===== config.mk =====
export PLATFORM = sky130hd
export DESIGN_NAME = pcie_trans_nvc
export DESIGN_NICKNAME = d
export VERILOG_FILES = /design/src/rtl/pcie_trans_nvc.sv
export SDC_FILE = /design/constraint.sdc
export NUM_CORES = 1
export LEC_CHECK = 0
export BUFFER_PORTS_ARGS = -buffer_cell sky130_fd_sc_hd__buf_2
export CELL_PAD_IN_SITES_DETAIL_PLACEMENT = 0
export CELL_PAD_IN_SITES_GLOBAL_PLACEMENT = 1
export CORE_MARGIN = 10
export CORE_UTILIZATION = 50
export CTS_BUF_LIST = sky130_fd_sc_hd__clkbuf_4
export DETAILED_ROUTE_END_ITERATION = 8
export MAX_ROUTING_LAYER = met4
export PLACE_DENSITY_LB_ADDON = 0.1
export SLEW_MARGIN = 25
export SYNTH_ARGS = -nofsm -noshare
export SYNTH_HDL_FRONTEND = slang
export SYNTH_SLANG_ARGS = --single-unit

===== constraint.sdc =====
create_clock -name clk -period 5 [get_ports clk]
set_input_delay 0.5 -clock clk [delete_from_list [all_inputs] [get_ports clk]]
set_output_delay 0.5 -clock clk [all_outputs]
set_load 0.02 [all_outputs]

===== src/rtl/pcie_trans_nvc.sv =====
// Transaction switch: main FIFO feeds per-VC FIFOs, and a VC arbiter drains them into two
// destination FIFOs. Thresholds provide back-pressure, and a five-state FSM gates the traffic.

module pcie_trans_nvc_fifo #(
    parameter int W     = 6,
    parameter int DEPTH = 4
) (
    input  logic                     clk,
    input  logic                     reset_L,
    input  logic                     push,
    input  logic                     pop,
    input  logic [W-1:0]             din,
    output logic [W-1:0]             dout,
    output logic [$clog2(DEPTH):0]   count,
    output logic                     empty,
    output logic                     ovf,
    output logic                     udf
);
    localparam int AW = $clog2(DEPTH);
    localparam logic [AW:0] FULL_CNT = (AW+1)'(DEPTH);

    logic [W-1:0]  mem_q [DEPTH];
    logic [W-1:0]  mem_d [DEPTH];
    logic [AW-1:0] wr_ptr_q, wr_ptr_d, rd_ptr_q, rd_ptr_d;
    logic [AW:0]   count_q, count_d;
    logic          full_s, wr_ok_s, rd_ok_s;

    // Full/empty come from the pre-edge count, so a push to a full FIFO is lost even with a pop
    assign full_s  = (count_q == FULL_CNT);
    assign empty   = (count_q == '0);
    assign wr_ok_s = push & ~full_s;
    assign rd_ok_s = pop & ~empty;
    assign ovf     = push & full_s;
    assign udf     = pop & empty;
    assign dout    = mem_q[rd_ptr_q];
    assign count   = count_q;

    // Next-state for storage, pointers and occupancy
    always_comb begin
        mem_d    = mem_q;
        wr_ptr_d = wr_ptr_q;
        rd_ptr_d = rd_ptr_q;
        count_d  = count_q;
        if (wr_ok_s) begin
            mem_d[wr_ptr_q] = din;
            wr_ptr_d        = wr_ptr_q + AW'(1);
        end else begin
            wr_ptr_d = wr_ptr_q;
        end
        if (rd_ok_s) begin
            rd_ptr_d = rd_ptr_q + AW'(1);
        end else begin
            rd_ptr_d = rd_ptr_q;
        end
        case ({wr_ok_s, rd_ok_s})
            2'b10:   count_d = count_q + (AW+1)'(1);
            2'b01:   count_d = count_q - (AW+1)'(1);
            default: count_d = count_q;
        endcase
    end

    // FIFO state registers
    always_ff @(posedge clk or negedge reset_L) begin
        if (!reset_L) begin
            mem_q    <= '{default: '0};
            wr_ptr_q <= '0;
            rd_ptr_q <= '0;
            count_q  <= '0;
        end else begin
            mem_q    <= mem_d;
            wr_ptr_q <= wr_ptr_d;
            rd_ptr_q <= rd_ptr_d;
            count_q  <= count_d;
        end
    end
endmodule

module pcie_trans_nvc #(
    parameter int DATA_W   = 6,
    parameter int NVC      = 4,
    parameter int MF_DEPTH = 4,
    parameter int VC_DEPTH = 16,
    parameter int D_DEPTH  = 4,
    parameter int ARB_RR   = 0
) (
    input  logic                        clk,
    input  logic                        reset_L,
    input  logic                        init,
    input  logic [$clog2(MF_DEPTH):0]   umbral_mf,
    input  logic [$clog2(VC_DEPTH):0]   umbral_vc,
    input  logic [$clog2(D_DEPTH):0]    umbral_d,
    input  logic                        push,
    input  logic [DATA_W-1:0]           data_in,
    input  logic                        pop_d0,
    input  logic                        pop_d1,
    output logic [DATA_W-1:0]           data_out0,
    output logic [DATA_W-1:0]           data_out1,
    output logic                        empty_d0,
    output logic                        empty_d1,
    output logic                        pausa_mf,
    output logic                        active_out,
    output logic                        idle_out,
    output logic                        error_out
);
    localparam int VW  = $clog2(NVC);
    localparam int MCW = $clog2(MF_DEPTH) + 1;
    localparam int VCW = $clog2(VC_DEPTH) + 1;
    localparam int DCW = $clog2(D_DEPTH) + 1;

    typedef enum logic [2:0] {
        ST_RESET  = 3'd0,
        ST_INIT   = 3'd1,
        ST_IDLE   = 3'd2,
        ST_ACTIVE = 3'd3,
        ST_ERROR  = 3'd4
    } state_t;

    state_t         state_q, state_d;
    logic [MCW-1:0] thr_mf_q, thr_mf_d;
    logic [VCW-1:0] thr_vc_q, thr_vc_d;
    logic [DCW-1:0] thr_d_q, thr_d_d;
    logic [VW-1:0]  last_grant_q, last_grant_d;
    logic           active_out_q, active_out_d;
    logic           idle_out_q, idle_out_d;
    logic           error_out_q, error_out_d;

    logic              run_s, mf_push_s, mf_pop_s, mf_empty_s, mf_ovf_s, mf_udf_s;
    logic [DATA_W-1:0] mf_head_s;
    logic [MCW-1:0]    mf_count_s;
    logic [VW-1:0]     mf_idx_s;

    logic [DATA_W-1:0] vc_head_s  [NVC];
    logic [VCW-1:0]    vc_count_s [NVC];
    logic [NVC-1:0]    vc_push_s, vc_pop_s, vc_empty_s, vc_ovf_s, vc_udf_s, elig_s;

    logic [VW-1:0]     base_s, cand_s, grant_idx_s;
    logic              grant_s, gnt_to_d1_s;
    logic [DATA_W-1:0] gnt_head_s;

    logic              d0_push_s, d1_push_s;
    logic              d0_ovf_s, d0_udf_s, d1_ovf_s, d1_udf_s;
    logic [DCW-1:0]    d0_count_s, d1_count_s;
    logic              any_err_s, all_empty_s;

    assign run_s     = (state_q == ST_IDLE) || (state_q == ST_ACTIVE);
    assign mf_push_s = push & run_s;

    pcie_trans_nvc_fifo #(.W(DATA_W), .DEPTH(MF_DEPTH)) u_mf (
        .clk(clk), .reset_L(reset_L), .push(mf_push_s), .pop(mf_pop_s), .din(data_in),
        .dout(mf_head_s), .count(mf_count_s), .empty(mf_empty_s), .ovf(mf_ovf_s), .udf(mf_udf_s)
    );

    for (genvar k = 0; k < NVC; k++) begin : g_vc
        pcie_trans_nvc_fifo #(.W(DATA_W), .DEPTH(VC_DEPTH)) u_vc (
            .clk(clk), .reset_L(reset_L), .push(vc_push_s[k]), .pop(vc_pop_s[k]), .din(mf_head_s),
            .dout(vc_head_s[k]), .count(vc_count_s[k]), .empty(vc_empty_s[k]),
            .ovf(vc_ovf_s[k]), .udf(vc_udf_s[k])
        );
    end

    pcie_trans_nvc_fifo #(.W(DATA_W), .DEPTH(D_DEPTH)) u_d0 (
        .clk(clk), .reset_L(reset_L), .push(d0_push_s), .pop(pop_d0), .din(gnt_head_s),
        .dout(data_out0), .count(d0_count_s), .empty(empty_d0), .ovf(d0_ovf_s), .udf(d0_udf_s)
    );

    pcie_trans_nvc_fifo #(.W(DATA_W), .DEPTH(D_DEPTH)) u_d1 (
        .clk(clk), .reset_L(reset_L), .push(d1_push_s), .pop(pop_d1), .din(gnt_head_s),
        .dout(data_out1), .count(d1_count_s), .empty(empty_d1), .ovf(d1_ovf_s), .udf(d1_udf_s)
    );

    // Head-of-line move from main FIFO into the VC named by the head word
    always_comb begin
        mf_idx_s  = mf_head_s[DATA_W-2 -: VW];
        mf_pop_s  = 1'b0;
        vc_push_s = '0;
        if (run_s && !mf_empty_s && (vc_count_s[mf_idx_s] < thr_vc_q)) begin
            mf_pop_s            = 1'b1;
            vc_push_s[mf_idx_s] = 1'b1;
        end else begin
            mf_pop_s = 1'b0;
        end
    end

    // A VC competes only if its head's destination still has room under the threshold
    always_comb begin
        elig_s = '0;
        for (int k = 0; k < NVC; k++) begin
            elig_s[k] = run_s & ~vc_empty_s[k] &
                        ((vc_head_s[k][DATA_W-1] ? d1_count_s : d0_count_s) < thr_d_q);
        end
    end

    // Descending scan so the candidate closest to the search base wins
    always_comb begin
        base_s      = (ARB_RR != 0) ? (last_grant_q + VW'(1)) : '0;
        grant_s     = 1'b0;
        grant_idx_s = '0;
        cand_s      = '0;
        for (int i = NVC - 1; i >= 0; i--) begin
            cand_s      = base_s + VW'(i);
            grant_idx_s = elig_s[cand_s] ? cand_s : grant_idx_s;
            grant_s     = grant_s | elig_s[cand_s];
        end
        gnt_head_s   = vc_head_s[grant_idx_s];
        gnt_to_d1_s  = gnt_head_s[DATA_W-1];
        vc_pop_s     = '0;
        vc_pop_s[grant_idx_s] = grant_s;
        d0_push_s    = grant_s & ~gnt_to_d1_s;
        d1_push_s    = grant_s & gnt_to_d1_s;
        last_grant_d = grant_s ? grant_idx_s : last_grant_q;
    end

    assign any_err_s   = mf_ovf_s | mf_udf_s | (|vc_ovf_s) | (|vc_udf_s) |
                         d0_ovf_s | d0_udf_s | d1_ovf_s | d1_udf_s;
    assign all_empty_s = mf_empty_s & (&vc_empty_s) & empty_d0 & empty_d1;
    assign pausa_mf    = (mf_count_s >= thr_mf_q);

    // Control FSM, threshold capture and registered status flags
    always_comb begin
        state_d  = state_q;
        thr_mf_d = thr_mf_q;
        thr_vc_d = thr_vc_q;
        thr_d_d  = thr_d_q;
        case (state_q)
            ST_RESET: state_d = ST_INIT;
            ST_INIT: begin
                if (init) begin
                    thr_mf_d = umbral_mf;
                    thr_vc_d = umbral_vc;
                    thr_d_d  = umbral_d;
                end else begin
                    state_d = ST_IDLE;
                end
            end
            ST_IDLE, ST_ACTIVE: begin
                if (init) begin
                    state_d = ST_INIT;
                end else if (any_err_s) begin
                    state_d = ST_ERROR;
                end else if (all_empty_s) begin
                    state_d = ST_IDLE;
                end else begin
                    state_d = ST_ACTIVE;
                end
            end
            ST_ERROR: begin
                if (init) begin
                    state_d = ST_INIT;
                end else begin
                    state_d = ST_ERROR;
                end
            end
            default: state_d = ST_RESET;
        endcase
        active_out_d = (state_d == ST_ACTIVE);
        idle_out_d   = (state_d == ST_IDLE);
        error_out_d  = (state_d == ST_ERROR);
    end

    // Control registers
    always_ff @(posedge clk or negedge reset_L) begin
        if (!reset_L) begin
            state_q      <= ST_RESET;
            thr_mf_q     <= MCW'(MF_DEPTH - 1);
            thr_vc_q     <= VCW'(VC_DEPTH - 1);
            thr_d_q      <= DCW'(D_DEPTH - 1);
            last_grant_q <= VW'(NVC - 1);
            active_out_q <= 1'b0;
            idle_out_q   <= 1'b0;
            error_out_q  <= 1'b0;
        end else begin
            state_q      <= state_d;
            thr_mf_q     <= thr_mf_d;
            thr_vc_q     <= thr_vc_d;
            thr_d_q      <= thr_d_d;
            last_grant_q <= last_grant_d;
            active_out_q <= active_out_d;
            idle_out_q   <= idle_out_d;
            error_out_q  <= error_out_d;
        end
    end

    assign active_out = active_out_q;
    assign idle_out   = idle_out_q;
    assign error_out  = error_out_q;
endmodule


==> results of run 1 <==
worst paths after layout:
path,startpoint,to,slack [ps],cells past startpoint
max in group asynchronous,reset_L,g_vc[3].u_vc.mem_q[11],3530,3
min,push,u_mf.wr_ptr_q[0],170,5
max reg2reg,g_vc[2].u_vc.rd_ptr_q[2],u_d1.count[2],200,18
min in group asynchronous,reset_L,u_d0.mem_q[22],220,2
max,g_vc[2].u_vc.rd_ptr_q[2],u_d1.count[2],200,18
min reg2reg,g_vc[1].u_vc.mem_q[75],g_vc[1].u_vc.mem_q[75],460,1
repair_timing:
item | 4_1_cts | 5_1_grt
endpoints found under the hold margin | 142 | 0
gates resized for setup | 1 | 11
pin swaps | 0 | 2
hold buffers | 21 | 0
setup buffers | 0 | 1
setup endpoints to repair | 1 | 6
final cells by class:
class / instances / area [sq um]
well taps: 680 / 851
repair buffers: 118 / 886
multi-input cells: 1203 / 11600
fillers: 4252 / 22000
diodes: 2 / 5.00
clock buffers: 241 / 1810
inverters: 68 / 255
clock inverters: 26 / 159
flip-flops and latches: 546 / 13700
critical path, cell delays in order (launching register included):
cell       delay (ps)
dfrtp_2           440
mux4_1            570
mux4_2            500
mux2_2            290
ha_1              320
a21oi_2           190
o2111ai_1         180
mux2i_4           190
buf_4             140
nor4bb_1           60
o311a_1           390
o311a_1           380
inv_1              60
ha_1              180
inv_1              60
fa_1              370
xor2_1            150
nor2_1            110
xor2_1            140
metal layers:
metal  vias up  GRT usage  wire length (microns)
li1       7351          -                      -
met3       105     0.0427                   2350
met1      8217      0.283                  28300
met5         -          -                      0
met4         0     0.0823                   1400
met2       304      0.296                  26400
power groups by stage:
stage / clock [mW] / combinational, mW / sequential [mW]
global route: 4.53 / 7.56 / 6.06
floorplan: 0 / 5.05 / 5.68
finish: 4.12 / 6.86 / 5.94
detailed placement: 0 / 6.85 / 6.01
global placement: 0 / 6.70 / 5.97
CTS: 4.28 / 6.89 / 5.93
cell families (layout without fill, tap and decap cells):
| group | after synthesis | count (layout) | share of synthesized area |
|---|---|---|---|
| DFF | 546 | 546 | 0.528 |
| adders and majority gates | 73 | 73 | 0.0373 |
| and+or+nand+nor | 379 | 379 | 0.0832 |
| buffers and inverters | 170 | 453 | 0.0263 |
| muxes | 494 | 494 | 0.257 |
| AOI/OAI and AO/OA | 195 | 195 | 0.0474 |
| xor gates and xnor gates | 62 | 62 | 0.0210 |
| other | 0 | 2 | 0 |
state kept, by name, indices dropped and copies added, names as in the netlist, 3 cells and up:
name                count
state_q                 3
g_vc.u_vc.rd_ptr_q     16
g_vc.u_vc.mem_q       384
thr_mf_q                3
u_d1.mem_q             24
u_d0.mem_q             24
u_d0.count              3
g_vc.u_vc.wr_ptr_q     16
g_vc.u_vc.count        20
u_d1.count              3
u_mf.count              3
thr_vc_q                5
u_mf.mem_q             24
thr_d_q                 3
cells in the final DEF (no fill, tap or decap), drive strengths merged, types with 40 or more instances in the layout:
cell    instances
mux2          345
dfrtp         538
o21ai          74
nand2b         69
mux2i          54
mux4           95
buf            97
xnor2          40
nand3          57
ha             66
a21oi          43
nand2          76
inv            71
clkbuf        241
and2           67
==> results by group, run 1 <==
Hold path
  – Hold/Removal Path Class: input pin to register

Timing
  – Fin. Hold Viols: 0
  – Fmax: 0.208 GHz
  – Minimum clock period: 4800 ps
  – Setup violations, final: 0
  – RSZ-0062 raised after global routing: true
  – Hold slack: 170 ps
  – Setup TNS: 0 ps
  – Max_slew headroom: 0.396
  – Final worst-path cycle share: 0.960
  – Final worst slack: 199 ps
  – Setup Skew: 52.0 ps
  – Fin. max-slew vios: 0
  – Slew @ Worst Pin: 906 ps

Final layout
  – Final Non-Filler Cells: 2884
  – Layout cells sized above 1: 0.375
  – Final #Nets: 2184
  – Final core utilization: 0.571
  – Final instance area: 29300 sq um
  – Area growth syn-to-layout: 13.0%

Synthesis
  – Area leader, netlist: dfrtp_1
  – Ys Warns: 0
  – Share of the synthesized area in the top cell type: 0.520
  – Mapped Area: 25900 sq um
  – Ranking of synthesized cells by area: dfrtp_1, mux2_2, mux4_2
  – Top-count cell post-synth: dfrtp_1
  – Async SR Flop Fraction: 1.00
  – Syn Area/Cell: 13.5 sq um
  – Syn Nets: 2015
  – Mapped Cells: 1919
  – Synth unique cells: 65
  – Synth cell count leaders: dfrtp_1, mux2_2, mux4_2
  – Post-synth EDFFs: 0
  – Sequential share of the synthesized area: 0.528
  – Most used DFF post-synth: dfrtp_1
  – Seq cells post-synth: 546

Detailed routing
  – DRC viols: 0
  – Routed vias/inst: 5.54
  – Final ANT Viol Nets: 0
  – DRT Wirelength: 58500 microns
  – Drt initial violations: 861
  – First-pass DRT Iterations: 5
  – Wire length per cell: 20.3 microns
  – Vias post-DR: 16000

Floorplanning
  – I/O Pins: 41
  – Initial Util: 0.505
  – Die area: 61300 sq um
  – Die Y: 248 microns
  – Core Rows: 83
  – Core area: 51300 sq um
  – Die width: 248 microns

Clock tree
  – H-Tree Depth: 4
  – CTS tree: yes
  – Worst skew pair latency: 960 ps
  – Root Buffer Master: clkbuf_4
  – Clk buf depth: 3
  – CTS Buf Count: 151
  – TritonCTS Sinks: 546
  – Reg clk slew, reported paths: 60 ps

Critical path
  – Critical Path Fanout Max: 5
  – Setup CP Type: register to register
  – CP startpoint kind: register
  – Crit. End Element: register
  – Crit path DAT: 5650 ps
  – CP required: 5850 ps

Power
  – Cell-internal power: 10.4 mW
  – Comb power frac: 0.406
  – Sw frac: 0.385
  – Peak supply drop: 0.000574 V
  – Reg power frac: 0.351
  – Clock power frac: 0.244
  – Sw power: 6.52 mW
  – Pwr dens: 578 nW/um^2
  – Total power: 16.9 mW
  – Leakage: 14.5 nW

Status
  – Outcome: finished, final reports clean

Global route
  – Total Routing Usage GR: 0.206
  – Pin count of the biggest net entering global routing: 126
  – First-pass GRT wire length: 95100 microns
  – Initial antenna violation count: 2
  – Vias in the first global route: 16800
  – Total gr overflow: 0

Placed design
  – Placed cell count: 2593
  – Placed cell area: 27100 sq um
  – DP HPWL: 38700 microns
  – Pre-CTS worst setup slack: 13.8 ps
  – Routability Congestion: 0.836
  – I/O Buffers: 40

Run
  – Number of max-cap violations: 0
Note: power is estimated with default switching activity, not from simulation.
==> run 2, diff against run 1 <==
--- a/config.mk
+++ b/config.mk
@@ -5,13 +5,13 @@
 export SDC_FILE = /design/constraint.sdc
 export NUM_CORES = 1
 export LEC_CHECK = 0
-export BUFFER_PORTS_ARGS = -buffer_cell sky130_fd_sc_hd__buf_2
 export CELL_PAD_IN_SITES_DETAIL_PLACEMENT = 0
 export CELL_PAD_IN_SITES_GLOBAL_PLACEMENT = 1
 export CORE_MARGIN = 10
 export CORE_UTILIZATION = 50
-export CTS_BUF_LIST = sky130_fd_sc_hd__clkbuf_4
+export CTS_BUF_LIST = sky130_fd_sc_hd__clkbuf_8
 export DETAILED_ROUTE_END_ITERATION = 8
+export DONT_BUFFER_PORTS = 1
 export MAX_ROUTING_LAYER = met4
 export PLACE_DENSITY_LB_ADDON = 0.1
 export SLEW_MARGIN = 25
==> results by group, run 2 (same netlist as run 1, synthesis figures left out) <==
Clock tree
  – TritonCTS Sinks: 546 (unchanged)
  – CTS Buf Count: 93 (-38%)
  – CTS Hold Bufs: 18 (-14%)
  – CTS tree: yes
  – Worst skew pair latency: 690 ps (-270 ps)
  – H-Tree Depth: 3 (-1)
  – Root Buffer Master: clkbuf_8
  – Reg clk slew, reported paths: 60 ps (about the same)
  – Clk buf depth: 3 (unchanged)

Timing
  – Hold slack: -483 ps (-653 ps)
  – Fin. max-slew vios: 403 (+403)
  – Setup violations, final: 0 (unchanged)
  – Slew @ Worst Pin: 3230 ps (+2330 ps)
  – Fmax: 0.207 GHz (-0.63%)
  – Fin. Hold Viols: 219 (+219)
  – Max_slew headroom: -1.16 (-1.55)
  – Minimum clock period: 4830 ps (+30.4 ps)
  – Final worst-path cycle share: 0.966 (+0.00608)
  – Setup Skew: 27.8 ps (-24.2 ps)

Critical path
  – CP startpoint kind: register
  – R2r setup slk: 170 ps (-30 ps)
  – RR Endpoint: u_d1.count[2]
  – Critical Path Fanout Max: 6 (+1)
  – Crit path DAT: 5420 ps (-230 ps)
  – Crit-path cells: mux4_1 > mux4_2 > mux2_2 > ha_1 > a21oi_2 > o2111ai_2 > mux2i_4 > nor4bb_1 > o311a_1 > o311a_1 > inv_1 > ha_1 > inv_1 > fa_1 > xor2_1 > nor2_1 > xor2_1
  – Crit path depth: 17 (-1)
  – Setup CP Type: register to register
  – Worst R2R Start: g_vc[2].u_vc.rd_ptr_q[2]
  – CP required: 5590 ps (-260 ps)
  – Crit. End Element: register
  – Critical Path Max Stage Delay: 570 ps (about the same)
  – Worst path bufs/invs: 2 (-1)
  – Slowest cell on crit path: mux4_1
  – Worst path top cell family by delay: multiplexers
  – FF-to-FF path depth: 17 (-1)

Final layout
  – Commonest non-fill, non-tap cell in the layout: dfrtp_1
  – Number of flip-flops in the largest register: 384 (unchanged)
  – Final core utilization: 0.565 (-0.00561)
  – Fillers: 4189 (-1.5%)
  – Final #Nets: 2077 (-4.9%)
  – Layout cells sized above 1: 0.328 (-0.0470)
  – Area growth syn-to-layout: 11.9%
  – Highest-count cells in the layout ignoring fill and taps: dfrtp_1, mux2_2, clkbuf_8
  – Top reg by flops: g_vc.u_vc.mem_q

Run
  – Number of max-cap violations: 0 (unchanged)

Detailed routing
  – Vias post-DR: 15500 (-3.1%)
  – Final ANT Viol Nets: 0 (unchanged)
  – First-pass DRT Iterations: 5 (unchanged)
  – DRC viols: 0 (unchanged)
  – Drt initial violations: 997 (+16%)
  – DRT Wirelength: 57600 microns (-1.5%)
  – Wire length per cell: 21.1 microns (+3.8%)
  – Routed vias/inst: 5.65 (+2.0%)

Floorplanning
  – Core area: 51300 sq um (unchanged)
  – Core Rows: 83 (unchanged)
  – Die area: 61300 sq um (unchanged)
  – Initial Util: 0.505 (unchanged)
  – I/O Pins: 41 (unchanged)
  – Die width: 248 microns (unchanged)
  – Die Y: 248 microns (unchanged)

Placed design
  – DP HPWL: 38000 microns (-2.0%)
  – I/O Buffers: 0 (-100%)
  – Routability Congestion: 0.853 (+2.0%)

Power
  – Leakage: 14.3 nW (-1.9%)
  – Sw power: 6.49 mW (-0.44%)
  – Reg power frac: 0.351 (about the same)
  – Clock power frac: 0.247 (+0.003)
  – Pwr dens: 584 nW/um^2 (+1.1%)
  – Comb power frac: 0.402 (-0.004)
  – Cell-internal power: 10.4 mW (+0.48%)
  – Peak supply drop: 0.000599 V (+4.3%)
  – Total power: 16.9 mW (+0.12%)
  – Sw frac: 0.383 (-0.00216)

Global route
  – Pin count of the biggest net entering global routing: 547 (+330%)
  – Vias in the first global route: 16300 (-3.2%)
  – Total Routing Usage GR: 0.199 (-0.00665)
  – Initial antenna violation count: 2 (unchanged)
  – First-pass GRT wire length: 92800 microns (-2.4%)
  – Total gr overflow: 0 (unchanged)

Hold path
  – Hold/Removal Path Class: input pin to asynchronous set/reset pin

Status
  – Outcome: finished, violations left
  – Violated checks: negative hold slack, max-slew violations
-- run 2: metrics by stage --
| step | instance area (sq um) | instances | setup WS [ps] | hold slack (ps) | TNS [ps] |
|---|---|---|---|---|---|
| finish | 29000 | 2738 | 168 | -483 | 0 |
| global route | 29000 | 2738 | -10.7 | -547 | -10.7 |
| CTS | 28900 | 2735 | 31.1 | -534 | 0 |
| detailed placement | 26800 | 2546 | -8.16 | 226 | -8.16 |
| global placement | 26700 | 2546 | 57.9 | 222 | 0 |
| floorplan | 25900 | 1919 | 29.2 | 204 | 0 |
-- run 2: worst reg2reg max path: cells and delay by family, from the launching register on --
family                     cells  cell delay [ps]
AOI/OAI and AO/OA              4             1210
xor gates and xnor gates       2              290
adders and majority gates      3              870
buffers and inverters          2              130
DFF                            1              450
muxes                          4             1600
and+or+nand+nor                2              210
-- run 2: area by class of cell --
type,count,area (sq um),share of cell area
antenna,1,2.50,0.0000863
clock buffer,122,1680,0.0579
clock inverter,49,317,0.0109
inverter,68,255,0.00880
multi-input combinational,1203,11600,0.402
sequential,546,13700,0.472
tap,680,851,0.0293
timing repair buffer,69,563,0.0194
-- run 2: how the worst max path moves through the flow --
stage / startpoint / endpoint
finish: g_vc[2].u_vc.rd_ptr_q[2] / u_d1.count[2]
global route: g_vc[2].u_vc.rd_ptr_q[2] / u_d1.count[2]
CTS: g_vc[2].u_vc.rd_ptr_q[2] / g_vc[3].u_vc.count[4]
detailed placement: g_vc[0].u_vc.rd_ptr_q[0] / g_vc[3].u_vc.count[4]
global placement: g_vc[0].u_vc.rd_ptr_q[0] / g_vc[3].u_vc.count[4]
floorplan: g_vc[2].u_vc.rd_ptr_q[2] / g_vc[3].u_vc.count[4]
-- run 2: per-layer routing --
metal,routed length [microns],global-route usage
met1,27700,0.278
met2,26100,0.295
met3,2490,0.0362
met4,1410,0.0602
met5,0,-
-- run 2: power groups by stage --
stage                     Sequential (mW)  Clock, mW  Combinational [mW]
after floorplan                      5.68          0                5.05
after global placement               5.98          0                6.59
after detailed placement             6.01          0                6.78
after CTS                            5.94       4.32                6.80
after global routing                 6.05       4.52                7.46
final                                5.94       4.19                6.82
-- run 2: repair_timing --
item | 4_1_cts | 5_1_grt
pin swaps | 0 | 1
gates resized for setup | 1 | 13
gates cloned | 0 | 0
setup buffers | 0 | 2
setup endpoints to repair | 1 | 6
hold endpoints to repair | 587 | 545
==> run 3, diff against run 2 <==
--- a/config.mk
+++ b/config.mk
@@ -14,6 +14,7 @@
 export DONT_BUFFER_PORTS = 1
 export MAX_ROUTING_LAYER = met4
 export PLACE_DENSITY_LB_ADDON = 0.1
+export REMOVE_ABC_BUFFERS = 1
 export SLEW_MARGIN = 25
 export SYNTH_ARGS = -nofsm -noshare
 export SYNTH_HDL_FRONTEND = slang
==> results by group, run 3 (same netlist as run 1, synthesis figures left out) <==
Timing
  – Fin. max-slew vios: 220 (-45%)
  – Fmax: 0.209 GHz (+1.1%)
  – Max_slew headroom: -0.210 (+0.946)
  – Setup Skew: 43.0 ps (+15.3 ps)
  – Fin. Hold Viols: 539 (+150%)
  – Hold slack: -474 ps (+8.99 ps)
  – Slew @ Worst Pin: 1820 ps (-1420 ps)
  – Setup violations, final: 0 (unchanged)
  – Minimum clock period: 4780 ps (-52.0 ps)
  – Final worst slack: 220 ps (+52.0 ps)
  – Final worst-path cycle share: 0.956 (-0.0104)

Power
  – Cell-internal power: 10.3 mW (-1.2%)
  – Total power: 16.7 mW (-1.5%)
  – Sw frac: 0.381 (-0.00187)
  – Comb power frac: 0.403 (about the same)
  – Sw power: 6.36 mW (-2.0%)
  – Leakage: 14.2 nW (-0.42%)
  – Pwr dens: 579 nW/um^2 (-0.99%)
  – Clock power frac: 0.242 (-0.005)
  – Reg power frac: 0.355 (+0.004)
  – Peak supply drop: 0.000319 V (-47%)

Run
  – Number of max-cap violations: 0 (unchanged)

Final layout
  – N_diodes: 0 (-1)
  – Commonest non-fill, non-tap cell in the layout: dfrtp_1
  – Top reg by flops: g_vc.u_vc.mem_q
  – Layout cells sized above 1: 0.319 (-0.00864)
  – Highest-count cells in the layout ignoring fill and taps: dfrtp_1, mux2_2, clkbuf_8
  – Final #Nets: 2076 (-0.048%)
  – Final core utilization: 0.562 (-0.00312)
  – Area growth syn-to-layout: 11.3%
  – Number of flip-flops in the largest register: 384 (unchanged)
  – Final instance area: 28800 sq um (-0.55%)

Global route
  – Total Routing Usage GR: 0.200 (+0.000815)
  – Vias in the first global route: 16400 (+0.54%)
  – First-pass GRT wire length: 93600 microns (+0.88%)
  – Initial antenna violation count: 1 (-1)
  – Total gr overflow: 0 (unchanged)
  – Pin count of the biggest net entering global routing: 547 (unchanged)

Critical path
  – Setup CP Type: register to register
  – R2r setup slk: 220 ps (+50 ps)
  – CP required: 5570 ps (-20 ps)
  – Critical Path Fanout Max: 6 (unchanged)
  – Crit. End Element: register
  – Crit path DAT: 5350 ps (-70 ps)
  – CP startpoint kind: register

Floorplanning
  – I/O Pins: 41 (unchanged)
  – Die area: 61300 sq um (unchanged)
  – Die Y: 248 microns (unchanged)
  – Die width: 248 microns (unchanged)
  – Core area: 51300 sq um (unchanged)
  – Initial Util: 0.505 (unchanged)
  – Core Rows: 83 (unchanged)

Status
  – Violated checks: negative hold slack, max-slew violations
  – Outcome: finished, violations left

Clock tree
  – Clk buf depth: 3 (unchanged)
  – Reg clk slew, reported paths: 60 ps (about the same)
  – CTS Buf Count: 95 (+2.2%)
  – Root Buffer Master: clkbuf_8
  – CTS tree: yes
  – CTS Hold Bufs: 18 (unchanged)
  – Worst skew pair latency: 690 ps (about the same)
  – H-Tree Depth: 3 (unchanged)
  – TritonCTS Sinks: 546 (unchanged)

Detailed routing
  – DRC viols: 0 (unchanged)
  – Routed vias/inst: 5.64 (-0.23%)
  – First-pass DRT Iterations: 5 (unchanged)
  – Drt initial violations: 996 (-0.10%)
  – DRT Wirelength: 57700 microns (+0.11%)
  – Vias post-DR: 15400 (-0.52%)
  – Wire length per cell: 21.1 microns (+0.40%)
  – Final ANT Viol Nets: 0 (unchanged)

Placed design
  – I/O Buffers: 0 (unchanged)
  – Pre-CTS worst setup slack: 65.4 ps (+73.6 ps)
  – Routability Congestion: 0.812 (-4.8%)
  – Placed cell area: 26700 sq um (about the same)
  – DP HPWL: 37600 microns (-0.98%)

Hold path
  – Hold/Removal Path Class: input pin to asynchronous set/reset pin
==> run 3: timing repair <==
action / in CTS / in global routing
hold endpoints to repair: 587 / 546
gates resized for setup: 0 / 16
buffers inserted: 0 / 1
endpoints found under the setup margin: 0 / 6
==> run 3: power by group through the flow <==
stage	combinational [mW]	clock [mW]	sequential, mW
after floorplan	4.40	0	6.04
after global placement	6.53	0	5.96
after detailed placement	6.70	0	5.99
after CTS	6.76	4.16	5.92
after global routing	7.44	4.38	6.04
final	6.72	4.03	5.93
==> run 3: layout make-up <==
cell class / count / area, sq um
Clock inverter: 54 / 330
Tap cell: 680 / 851
Sequential cell: 546 / 13700
Timing Repair Buffer: 66 / 544
Fill cell: 4293 / 22500
Multi-Input combinational cell: 1203 / 11600
Clock buffer: 113 / 1560
Inverter: 68 / 255
==> run 3: critical path, cell delays in order, from the launching register on <==
cell,delay (ps)
dfrtp_2,450
mux4_2,510
mux4_2,520
mux2_2,290
ha_1,320
a21oi_2,220
o2111ai_2,180
mux2i_4,220
nor4bb_1,100
o311a_1,390
o311a_1,380
inv_1,60
ha_1,170
inv_1,60
fa_1,370
xor2_1,160
nor2_1,110
xor2_1,160
==> run 3: final timing paths <==
check / start / end / cells after the start
max reg2reg: g_vc[2].u_vc.rd_ptr_q[2] / u_d1.count[2] / 17
min: reset_L / g_vc[2].u_vc.mem_q[57] / 0
max: g_vc[2].u_vc.rd_ptr_q[2] / u_d1.count[2] / 17
min in group clk: init / state_q[0] / 3
min reg2reg: g_vc[3].u_vc.mem_q[33] / g_vc[3].u_vc.mem_q[33] / 1
max in group asynchronous: reset_L / g_vc[3].u_vc.mem_q[28] / 0
==> run 3: stage by stage <==
step                cells  setup TNS (ps)
floorplan            1817          -37810
global placement     2544               0
detailed placement   2544               0
CTS                  2729               0
global route         2730           -5.07
finish               2730               0
==> run 3: metal layers <==
layer  GRT usage  up-vias  part of all wire
met3      0.0328       90             0.042
met4      0.0629        0             0.021
li1            -     7031                 -
met1       0.279     8029              0.48
met5           -        -                 0
met2       0.298      248              0.45
